### src/rtl/pkg_accelerator.sv
// Shared accelerator constants and types.
// Requantisation widths, the per-vector requant configuration bundle and
// the drain FSM state encoding used by acc_requant_drain / requant_lane.
package pkg_accelerator;

    localparam int ACC_WIDTH       = 32;
    localparam int ACT_WIDTH       = 8;
    localparam int OUT_WIDTH       = ACT_WIDTH;
    localparam int REQ_MULT_WIDTH  = 16;
    localparam int REQ_SHIFT_WIDTH = 5;

    // Requant settings captured with each accumulator vector.
    typedef struct packed {
        logic [REQ_MULT_WIDTH-1:0]  mult;        // unsigned multiplier
        logic [REQ_SHIFT_WIDTH-1:0] shift;       // arithmetic right shift
        logic [OUT_WIDTH-1:0]       zero_point;  // signed output zero point
        logic                       relu_en;     // lower clamp at zero point
    } requant_cfg_t;

    typedef enum logic {
        IDLE  = 1'b0,
        DRAIN = 1'b1
    } drain_state_e;

endpackage

### src/rtl/requant_lane.sv
// Three-stage requantisation lane: S1 bias add with 32-bit saturation,
// S2 multiply by the unsigned requant multiplier, S3 round/shift, zero-point
// add and clamp into the output register. All stages share one advance
// enable; each stage carries the config it needs so a following vector's
// config never leaks into elements still in flight.
// Build option: REQUANT_ROUND_EN adds the half-LSB before the shift.
//
// Handshake: an element moves stage to stage only when adv is high
// (adv = !out_valid || out_ready, computed by the parent); when adv is low
// every stage, including the output register, holds its contents.
module requant_lane
    import pkg_accelerator::*;
#(
    parameter int COL_WIDTH = 3
) (
    input  logic                 clk,
    input  logic                 rst,
    input  logic                 adv,
    input  logic                 in_valid,
    input  logic [ACC_WIDTH-1:0] in_acc,
    input  logic [ACC_WIDTH-1:0] in_bias,
    input  logic                 in_ovf,
    input  logic [COL_WIDTH-1:0] in_col,
    input  logic                 in_last,
    input  requant_cfg_t         in_cfg,
    output logic                 s1_valid,
    output logic                 s2_valid,
    output logic                 out_valid,
    output logic [OUT_WIDTH-1:0] out_data,
    output logic [COL_WIDTH-1:0] out_col,
    output logic                 out_last,
    output logic                 out_sat
);

    localparam int PW = ACC_WIDTH + REQ_MULT_WIDTH + 1;
    localparam logic signed [PW:0] HI = (PW+1)'(2**(OUT_WIDTH-1) - 1);
    localparam logic signed [PW:0] LO = (PW+1)'(-(2**(OUT_WIDTH-1)));

    logic signed [ACC_WIDTH:0]   sum;
    logic                        sum_ovf;
    logic [ACC_WIDTH-1:0]        sum_sat;

    logic [ACC_WIDTH-1:0]        s1_val;
    logic                        s1_sat;
    logic [COL_WIDTH-1:0]        s1_col;
    logic                        s1_last;
    requant_cfg_t                s1_cfg;

    logic signed [PW-1:0]        s2_prod;
    logic                        s2_sat;
    logic [COL_WIDTH-1:0]        s2_col;
    logic                        s2_last;
    logic [REQ_SHIFT_WIDTH-1:0]  s2_shift;
    logic [OUT_WIDTH-1:0]        s2_zp;
    logic                        s2_relu;

    logic signed [PW-1:0]        rnd;
    logic signed [PW-1:0]        rounded;
    logic signed [PW-1:0]        shifted;
    logic signed [PW:0]          with_zp;
    logic signed [PW:0]          zp_ext;
    logic [OUT_WIDTH-1:0]        res;
    logic                        res_sat;

    // S1 combinational: 33-bit add, saturate back to 32 bits
    always_comb begin
        sum     = (ACC_WIDTH+1)'($signed(in_acc)) + (ACC_WIDTH+1)'($signed(in_bias));
        sum_ovf = sum[ACC_WIDTH] ^ sum[ACC_WIDTH-1];
        sum_sat = sum[ACC_WIDTH-1:0];
        if (sum_ovf) begin
            sum_sat = sum[ACC_WIDTH] ? {1'b1, {(ACC_WIDTH-1){1'b0}}}
                                     : {1'b0, {(ACC_WIDTH-1){1'b1}}};
        end
    end

    // S3 combinational: optional rounding, shift, zero point, clamp
    always_comb begin
        rnd = '0;
`ifdef REQUANT_ROUND_EN
        if (s2_shift != '0) begin
            rnd = PW'(1) << (s2_shift - 1'b1);
        end
`endif
        rounded = s2_prod + rnd;
        shifted = rounded >>> s2_shift;
        zp_ext  = (PW+1)'($signed(s2_zp));
        with_zp = (PW+1)'(shifted) + zp_ext;
        res     = with_zp[OUT_WIDTH-1:0];
        res_sat = s2_sat;
        if (with_zp > HI) begin
            res     = HI[OUT_WIDTH-1:0];
            res_sat = 1'b1;
        end else if (s2_relu && (with_zp < zp_ext)) begin
            res     = s2_zp;      // ReLU floor is not a saturation event
        end else if (with_zp < LO) begin
            res     = LO[OUT_WIDTH-1:0];
            res_sat = 1'b1;
        end
    end

    // Stage registers, all gated by the shared advance enable
    always_ff @(posedge clk) begin
        if (rst) begin
            s1_valid  <= 1'b0;
            s1_val    <= '0;
            s1_sat    <= 1'b0;
            s1_col    <= '0;
            s1_last   <= 1'b0;
            s1_cfg    <= '0;
            s2_valid  <= 1'b0;
            s2_prod   <= '0;
            s2_sat    <= 1'b0;
            s2_col    <= '0;
            s2_last   <= 1'b0;
            s2_shift  <= '0;
            s2_zp     <= '0;
            s2_relu   <= 1'b0;
            out_valid <= 1'b0;
            out_data  <= '0;
            out_col   <= '0;
            out_last  <= 1'b0;
            out_sat   <= 1'b0;
        end else if (adv) begin
            s1_valid  <= in_valid;
            s2_valid  <= s1_valid;
            out_valid <= s2_valid;
            if (in_valid) begin
                s1_val  <= sum_sat;
                s1_sat  <= sum_ovf | in_ovf;
                s1_col  <= in_col;
                s1_last <= in_last;
                s1_cfg  <= in_cfg;
            end
            if (s1_valid) begin
                s2_prod  <= PW'($signed(s1_val)) * PW'($signed({1'b0, s1_cfg.mult}));
                s2_sat   <= s1_sat;
                s2_col   <= s1_col;
                s2_last  <= s1_last;
                s2_shift <= s1_cfg.shift;
                s2_zp    <= s1_cfg.zero_point;
                s2_relu  <= s1_cfg.relu_en;
            end
            if (s2_valid) begin
                out_data <= res;
                out_col  <= s2_col;
                out_last <= s2_last;
                out_sat  <= res_sat;
            end
        end
    end

endmodule

### src/rtl/acc_requant_drain.sv
// Accumulator row drain: captures a vector of NUM_COLS accumulators, their
// overflow flags, biases and requant config in one handshake, then feeds one
// column per advancing cycle into requant_lane and counts saturated outputs.
// Build option: REQUANT_ROUND_EN (round-half-up inside requant_lane).
//
// Handshakes: acc side transfers on acc_valid && acc_ready (ready only in
// IDLE); out side transfers on out_valid && out_ready, and out_* hold
// steady while out_valid && !out_ready.
module acc_requant_drain #(
    parameter int NUM_COLS    = 8,
    parameter int ACC_WIDTH   = 32,
    parameter int OUT_WIDTH   = 8,
    parameter int MULT_WIDTH  = 16,
    parameter int SHIFT_WIDTH = 5
) (
    input  logic                          clk,
    input  logic                          rst,
    input  logic                          acc_valid,
    output logic                          acc_ready,
    input  logic [NUM_COLS*ACC_WIDTH-1:0] acc_data,
    input  logic [NUM_COLS-1:0]           acc_ovf,
    input  logic [NUM_COLS*ACC_WIDTH-1:0] bias_data,
    input  logic [MULT_WIDTH-1:0]         cfg_mult,
    input  logic [SHIFT_WIDTH-1:0]        cfg_shift,
    input  logic [OUT_WIDTH-1:0]          cfg_zero_point,
    input  logic                          cfg_relu_en,
    output logic                          out_valid,
    input  logic                          out_ready,
    output logic [OUT_WIDTH-1:0]          out_data,
    output logic [$clog2(NUM_COLS)-1:0]   out_col,
    output logic                          out_last,
    output logic                          out_sat,
    output logic                          busy,
    output logic [15:0]                   sat_count,
    output logic                          state_dbg
);

    import pkg_accelerator::requant_cfg_t;
    import pkg_accelerator::drain_state_e;
    import pkg_accelerator::IDLE;
    import pkg_accelerator::DRAIN;

    localparam int            CW       = $clog2(NUM_COLS);
    localparam logic [CW-1:0] LAST_COL = CW'(NUM_COLS - 1);

    drain_state_e                  state_q, state_d;
    logic [CW-1:0]                 col_q, col_d;
    logic [NUM_COLS*ACC_WIDTH-1:0] acc_sh, bias_sh;
    logic [NUM_COLS-1:0]           ovf_sh;
    requant_cfg_t                  cfg_sh;
    logic                          adv, issue, accept;
    logic                          s1_valid, s2_valid;

    assign adv       = !out_valid || out_ready;
    assign accept    = acc_valid && acc_ready;
    assign busy      = (state_q == DRAIN) || s1_valid || s2_valid || out_valid;
    assign state_dbg = (state_q == DRAIN);

    // Next-state, column counter and issue decode
    always_comb begin
        state_d   = state_q;
        col_d     = col_q;
        acc_ready = 1'b0;
        issue     = 1'b0;
        case (state_q)
            IDLE: begin
                acc_ready = 1'b1;
                if (acc_valid) state_d = DRAIN;
            end
            DRAIN: begin
                if (adv) begin
                    issue = 1'b1;
                    if (col_q == LAST_COL) begin
                        col_d   = '0;
                        state_d = IDLE;
                    end else begin
                        col_d = col_q + 1'b1;
                    end
                end
            end
            default: state_d = IDLE;
        endcase
    end

    // FSM state and column register
    always_ff @(posedge clk) begin
        if (rst) begin
            state_q <= IDLE;
            col_q   <= '0;
        end else begin
            state_q <= state_d;
            col_q   <= col_d;
        end
    end

    // Shadow copy of the vector and its config, taken on the acc handshake
    always_ff @(posedge clk) begin
        if (rst) begin
            acc_sh  <= '0;
            bias_sh <= '0;
            ovf_sh  <= '0;
            cfg_sh  <= '0;
        end else if (accept) begin
            acc_sh             <= acc_data;
            bias_sh            <= bias_data;
            ovf_sh             <= acc_ovf;
            cfg_sh.mult        <= cfg_mult;
            cfg_sh.shift       <= cfg_shift;
            cfg_sh.zero_point  <= cfg_zero_point;
            cfg_sh.relu_en     <= cfg_relu_en;
        end
    end

    // Saturated-output counter, sticks at all-ones
    always_ff @(posedge clk) begin
        if (rst) begin
            sat_count <= '0;
        end else if (out_valid && out_ready && out_sat && (sat_count != 16'hFFFF)) begin
            sat_count <= sat_count + 16'd1;
        end
    end

    requant_lane #(
        .COL_WIDTH (CW)
    ) u_lane (
        .clk       (clk),
        .rst       (rst),
        .adv       (adv),
        .in_valid  (issue),
        .in_acc    (acc_sh[col_q*ACC_WIDTH +: ACC_WIDTH]),
        .in_bias   (bias_sh[col_q*ACC_WIDTH +: ACC_WIDTH]),
        .in_ovf    (ovf_sh[col_q]),
        .in_col    (col_q),
        .in_last   (col_q == LAST_COL),
        .in_cfg    (cfg_sh),
        .s1_valid  (s1_valid),
        .s2_valid  (s2_valid),
        .out_valid (out_valid),
        .out_data  (out_data),
        .out_col   (out_col),
        .out_last  (out_last),
        .out_sat   (out_sat)
    );

endmodule

### config.mk
export PLATFORM = sky130hd
export DESIGN_NAME = acc_requant_drain
export DESIGN_NICKNAME = d
export VERILOG_FILES = /design/src/rtl/pkg_accelerator.sv /design/src/rtl/requant_lane.sv /design/src/rtl/acc_requant_drain.sv
export SDC_FILE = /design/constraint.sdc
export NUM_CORES = 2
export LEC_CHECK = 0
export ABC_CLOCK_PERIOD_IN_PS = 9400
export CORE_MARGIN = 2
export CORE_UTILIZATION = 59
export DETAILED_ROUTE_END_ITERATION = 7
export GPL_ROUTABILITY_DRIVEN = 0
export PLACE_DENSITY = 0.91
export SYNTH_ARGS = -nofsm -noshare
export SYNTH_HDL_FRONTEND = slang
export SYNTH_SLANG_ARGS = --single-unit
### constraint.sdc
create_clock -name clk -period 9.4 [get_ports clk]
set_input_delay 1.88 -clock clk [delete_from_list [all_inputs] [get_ports clk]]
set_output_delay 1.88 -clock clk [all_outputs]
set_load 0.02 [all_outputs]
==> results.md <==
- The run finished, with violations left.
- The final reports fail on DRC.
- The CTS tree is yes.
- The aggregate negative setup slack is 0 ns.
- By instance count, the cell type seen most on the critical path is sky130_fd_sc_hd__a21oi_1.
- In the finished design, the share of the clock period the worst path needs comes to 86.6%.
- The worst reg2reg path depth is 24.
- Counting along the longest clock path gives a buffer depth of 3.
- The required time of the worst setup path is 9.92 ns.
- The standard cell with the maximum stage delay on the critical path is sky130_fd_sc_hd__dfxtp_2.
- Setup violations remaining at the end of the flow were counted as 0.
- The worst pin sits at a relative slew slack of 14.5%.
- The highest achievable clock rate is around 120 MHz.
- For the finished layout, the period the worst path requires is 8.14 ns.
- The final antenna-violating net count is 0.
- The total of cells resized after clock tree synthesis is 0.
- Synthesis produced a netlist whose cell count is 6735.
- The fraction of registers with async set/reset is 0%.
- The worst hold path passes through 2 cells.
- The initial standard-cell utilization of the core is 59.6%.
- The analysis attributes to cell leakage a power of 27.2 nW.
- The maximum net fanout on the critical path is 46.
- In this run the count of I/O pins placed on the die edge is 587.
- Data arrives at the worst endpoint at 8.66 ns.
- The sort of element at the end of the critical path is a flip-flop.
- Summing over every cut layer, the via total after detailed routing is between 50k and 60k.
- The first-pass GRT wire length is 285000 µm.
- The HPWL reported at the end of detailed placement is 138000 µm.
- The pre-antenna-repair detailed-routing pass consisted of 8 iterations.
- The x dimension of the die is between 300 and 400 µm.
- After detailed routing, the number of vias per cell comes to 6.19.
- Entering global routing, the biggest net connects 230 pins.
- The count of buffers added on input and output ports is 586.
- In this run the critical register-to-register path is launched from u_lane.s2_shift[1]$_SDFFE_PP0P_.
- The multi-input gate area in the final layout is 37200 µm².
- The number of nets in the synthesized netlist is 8029.
- The root cell of the clock tree is sky130_fd_sc_hd__clkbuf_16.
- In the final design database the tool counted 8327 nets.
- The worst register-to-register path ends at u_lane.out_data[4]$_SDFFE_PP0P_.
- Across the run, the number of max-cap violations was 0.
- Across the VDD grid, the largest voltage drop is 0.175 mV.
- The smallest setup slack after layout is between 1 and 1.5 ns.
- Summing the sequential cell areas from Yosys gives 26.0% of the chip area.
- In this run the worst hold path is classified as flip-flop to flip-flop.
- The setup check on the worst reg-to-reg path leaves a slack of 1.26 ns.
- The netlist uses 89 different library cells.
- The startpoint identified for the worst hold timing path is u_lane.s1_cfg[10]$_SDFFE_PP0P_.
- The delay of the slowest cell on the worst path is 1.00 ns.
- Clock latency on the worst-skew pair, taken at its later pin, is about 0.69 ns.
- The share of layout cells above drive strength 1 is 6.78%.
- The mean post-synth cell area is 8.25 µm².
- Clock tree synthesis inserted a total of between 70 and 80 buffers.
- The total number of H-tree levels is 3.
- The floorplan step defined a die boundary enclosing between 90000 and 100000 µm².
- The detailed router's first-iteration violation count is 6536.
- The flop and latch count out of synthesis is 721.
- The number of failing hold endpoints at the final stage was 0.
- The wire length per cell after detailed routing is 22.2 µm.
- The number of warnings printed during yosys synthesis is 0.
- The total standard cell area after synthesis is 55600 µm².
- The count of flip-flops with a built-in enable after synthesis is 0.
- Traced cell by cell, the critical path runs through mux2i_1 -> mux4_2 -> mux2i_1 -> nor2_1 -> a21oi_1 -> ha_1 -> o211ai_1 -> a21oi_2 -> o21ai_2 -> o211ai_2 -> o21ai_1 -> nand2_1 -> a311oi_1 -> ha_1 -> a21oi_1 -> o221ai_1 -> a211oi_1 -> o21ai_0 -> a21oi_1 -> o21ai_0 -> a41oi_1 -> nor2_1 -> a22oi_1 -> a31oi_1.
- Setup repair after global routing left no endpoint under its margin.
- Global routing used 37.5% of the available tracks across all layers.
- The most used flip-flop cell after synthesis is sky130_fd_sc_hd__dfxtp_1.
- The combined flip-flop and latch cell area is 14400 µm².
- The leading cell type in the layout, fill and taps excluded is sky130_fd_sc_hd__nand2_1.
- The die outline height is 311 µm.
- Power spread over the standard cell area amounts to 124 nW/µm².
- The pre-CTS setup slack is around 1.7 ns.
- The transition time of the tightest slew-check pin is 1.28 ns.
- The number of global-route vias before repair is 52.2k.
- In this run the core area contains 112 standard-cell rows.
- The category of the most critical setup path is flip-flop to flip-flop.
- The number of antenna violations at the first check in global routing came to 44.
- The worst-case clock skew is 0.0604 ns.
- The number of filler cells placed in the layout is 6465.
- The signed area change from the synthesized netlist to the final layout is 16.5%.
- The total global routing overflow is 0.
- The number of setup buffers added after CTS is 0.
- The tree built by TritonCTS fans out to 721 sinks.
- After detailed routing, the number of remaining DRC violations is 1.
- The post-cts hold buffer count is 0.
- The number of slew-limit violations in the final report is 0.
- The type of element launching the critical path is a flip-flop.
- The total length of routed wires is between 150000 and 200000 µm.
- The end point of the worst hold path is u_lane.s2_shift[1]$_SDFFE_PP0P_.
- The area of the placeable core is 93300 µm².
- The top cell types in the final layout, fill and taps aside, are sky130_fd_sc_hd__nand2_1, sky130_fd_sc_hd__a21oi_1, sky130_fd_sc_hd__dfxtp_1.
- After clock tree synthesis, the clock-pin slew on the worst setup and hold paths is roughly 0.06 ns.
registers in the layout, summed over array words and instances, names as in the netlist, 5 cells and up:
signal / count
acc_sh: 256
u_lane.s1_cfg: 30
u_lane.s1_val: 32
cfg_sh: 30
ovf_sh: 8
u_lane.s2_shift: 5
u_lane.s2_prod: 49
u_lane.out_data: 8
u_lane.s2_zp: 8
bias_sh: 256
sat_count: 16
worst max-delay path by stage:
stage                                         start                               to  slack (ns)  cells after the start
floorplan            u_lane.s1_val[10]$_SDFFE_PP0P_  u_lane.s2_prod[48]$_SDFFE_PP0P_        2.72                     26
global placement    u_lane.s2_shift[1]$_SDFFE_PP0P_  u_lane.out_data[3]$_SDFFE_PP0P_        2.07                     26
detailed placement  u_lane.s2_shift[1]$_SDFFE_PP0P_  u_lane.out_data[4]$_SDFFE_PP0P_        1.66                     26
finish              u_lane.s2_shift[1]$_SDFFE_PP0P_  u_lane.out_data[4]$_SDFFE_PP0P_        1.26                     24
global route        u_lane.s2_shift[1]$_SDFFE_PP0P_  u_lane.out_data[3]$_SDFFE_PP0P_        0.81                     24
CTS                 u_lane.s2_shift[1]$_SDFFE_PP0P_  u_lane.out_data[4]$_SDFFE_PP0P_        1.61                     26
through the flow:
step                util [%]  instances  cell area, µm²  hold WS (ns)  power (W)
floorplan                  -       6735           55600         0.429    0.00419
global placement        66.4       8207           62000         0.437    0.00475
detailed placement      66.4       8207           62000         0.443    0.00480
CTS                     69.3       8349           64700         0.429    0.00798
global route            69.4       8380           64700         0.471    0.00827
finish                  69.4       8386           64800         0.423    0.00804
cells by family (layout without fill, tap and decap cells):
kind of cell | after synthesis | after routing | share of synthesized area [%]
AO/OA/AOI/OAI | 1349 | 1349 | 13.8
flip-flops | 721 | 721 | 26.0
adder cells (fa/ha/maj) | 745 | 745 | 23.4
XOR/XNOR | 116 | 116 | 1.83
buffers and inverters | 1053 | 1413 | 7.16
AND/OR/NAND/NOR | 2452 | 2452 | 18.7
other | 0 | 37 | 0
multiplexers | 299 | 299 | 9.17
area by class of cell:
type	count	area share, %
Tap cell	1254	2.42
Sequential cell	721	22.3
Clock buffer	104	3.41
Multi-Input combinational cell	4961	57.4
Timing Repair Buffer	644	9.91
Clock inverter	38	0.726
Inverter	627	3.63
Antenna cell	37	0.143
critical path, delay by kind of cell (launching register included):
kind | cells | cell delay (ns)
AOI/OAI and AO/OA | 16 | 4.67
muxes | 3 | 1.01
DFF | 1 | 1.00
adders and majority gates | 2 | 0.77
and+or+nand+nor | 3 | 0.52
layer usage:
metal  track usage (%)  wire, µm
met1              43.3     62400
met5                 0        83
met2              60.0     85100
met4              27.0     15600
met3              10.7     23200
synth_stat cells, types with 65 or more instances:
master,count,share of area (%)
sky130_fd_sc_hd__nand2_1,1854,13
sky130_fd_sc_hd__ha_1,249,5.6
sky130_fd_sc_hd__and2_1,169,1.9
sky130_fd_sc_hd__fa_1,491,18
sky130_fd_sc_hd__clkbuf_1,371,2.5
sky130_fd_sc_hd__xnor2_1,73,1.2
sky130_fd_sc_hd__nor2_1,141,0.95
sky130_fd_sc_hd__mux2_2,72,1.5
sky130_fd_sc_hd__dfxtp_1,721,26
sky130_fd_sc_hd__mux4_2,161,6.5
sky130_fd_sc_hd__a21o_1,65,0.88
sky130_fd_sc_hd__o21ai_0,193,1.7
sky130_fd_sc_hd__inv_1,623,4.2
sky130_fd_sc_hd__mux2i_1,66,1.2
sky130_fd_sc_hd__a21oi_1,862,7.8
report_power, final:
group          leakage [nW]  switching, W  internal (W)
registers              5.91      0.000176       0.00322
clock network          1.32       0.00141       0.00182
logic                  20.0      0.000803      0.000612
total                  27.2       0.00239       0.00565
(Power assumes the default switching activity.)
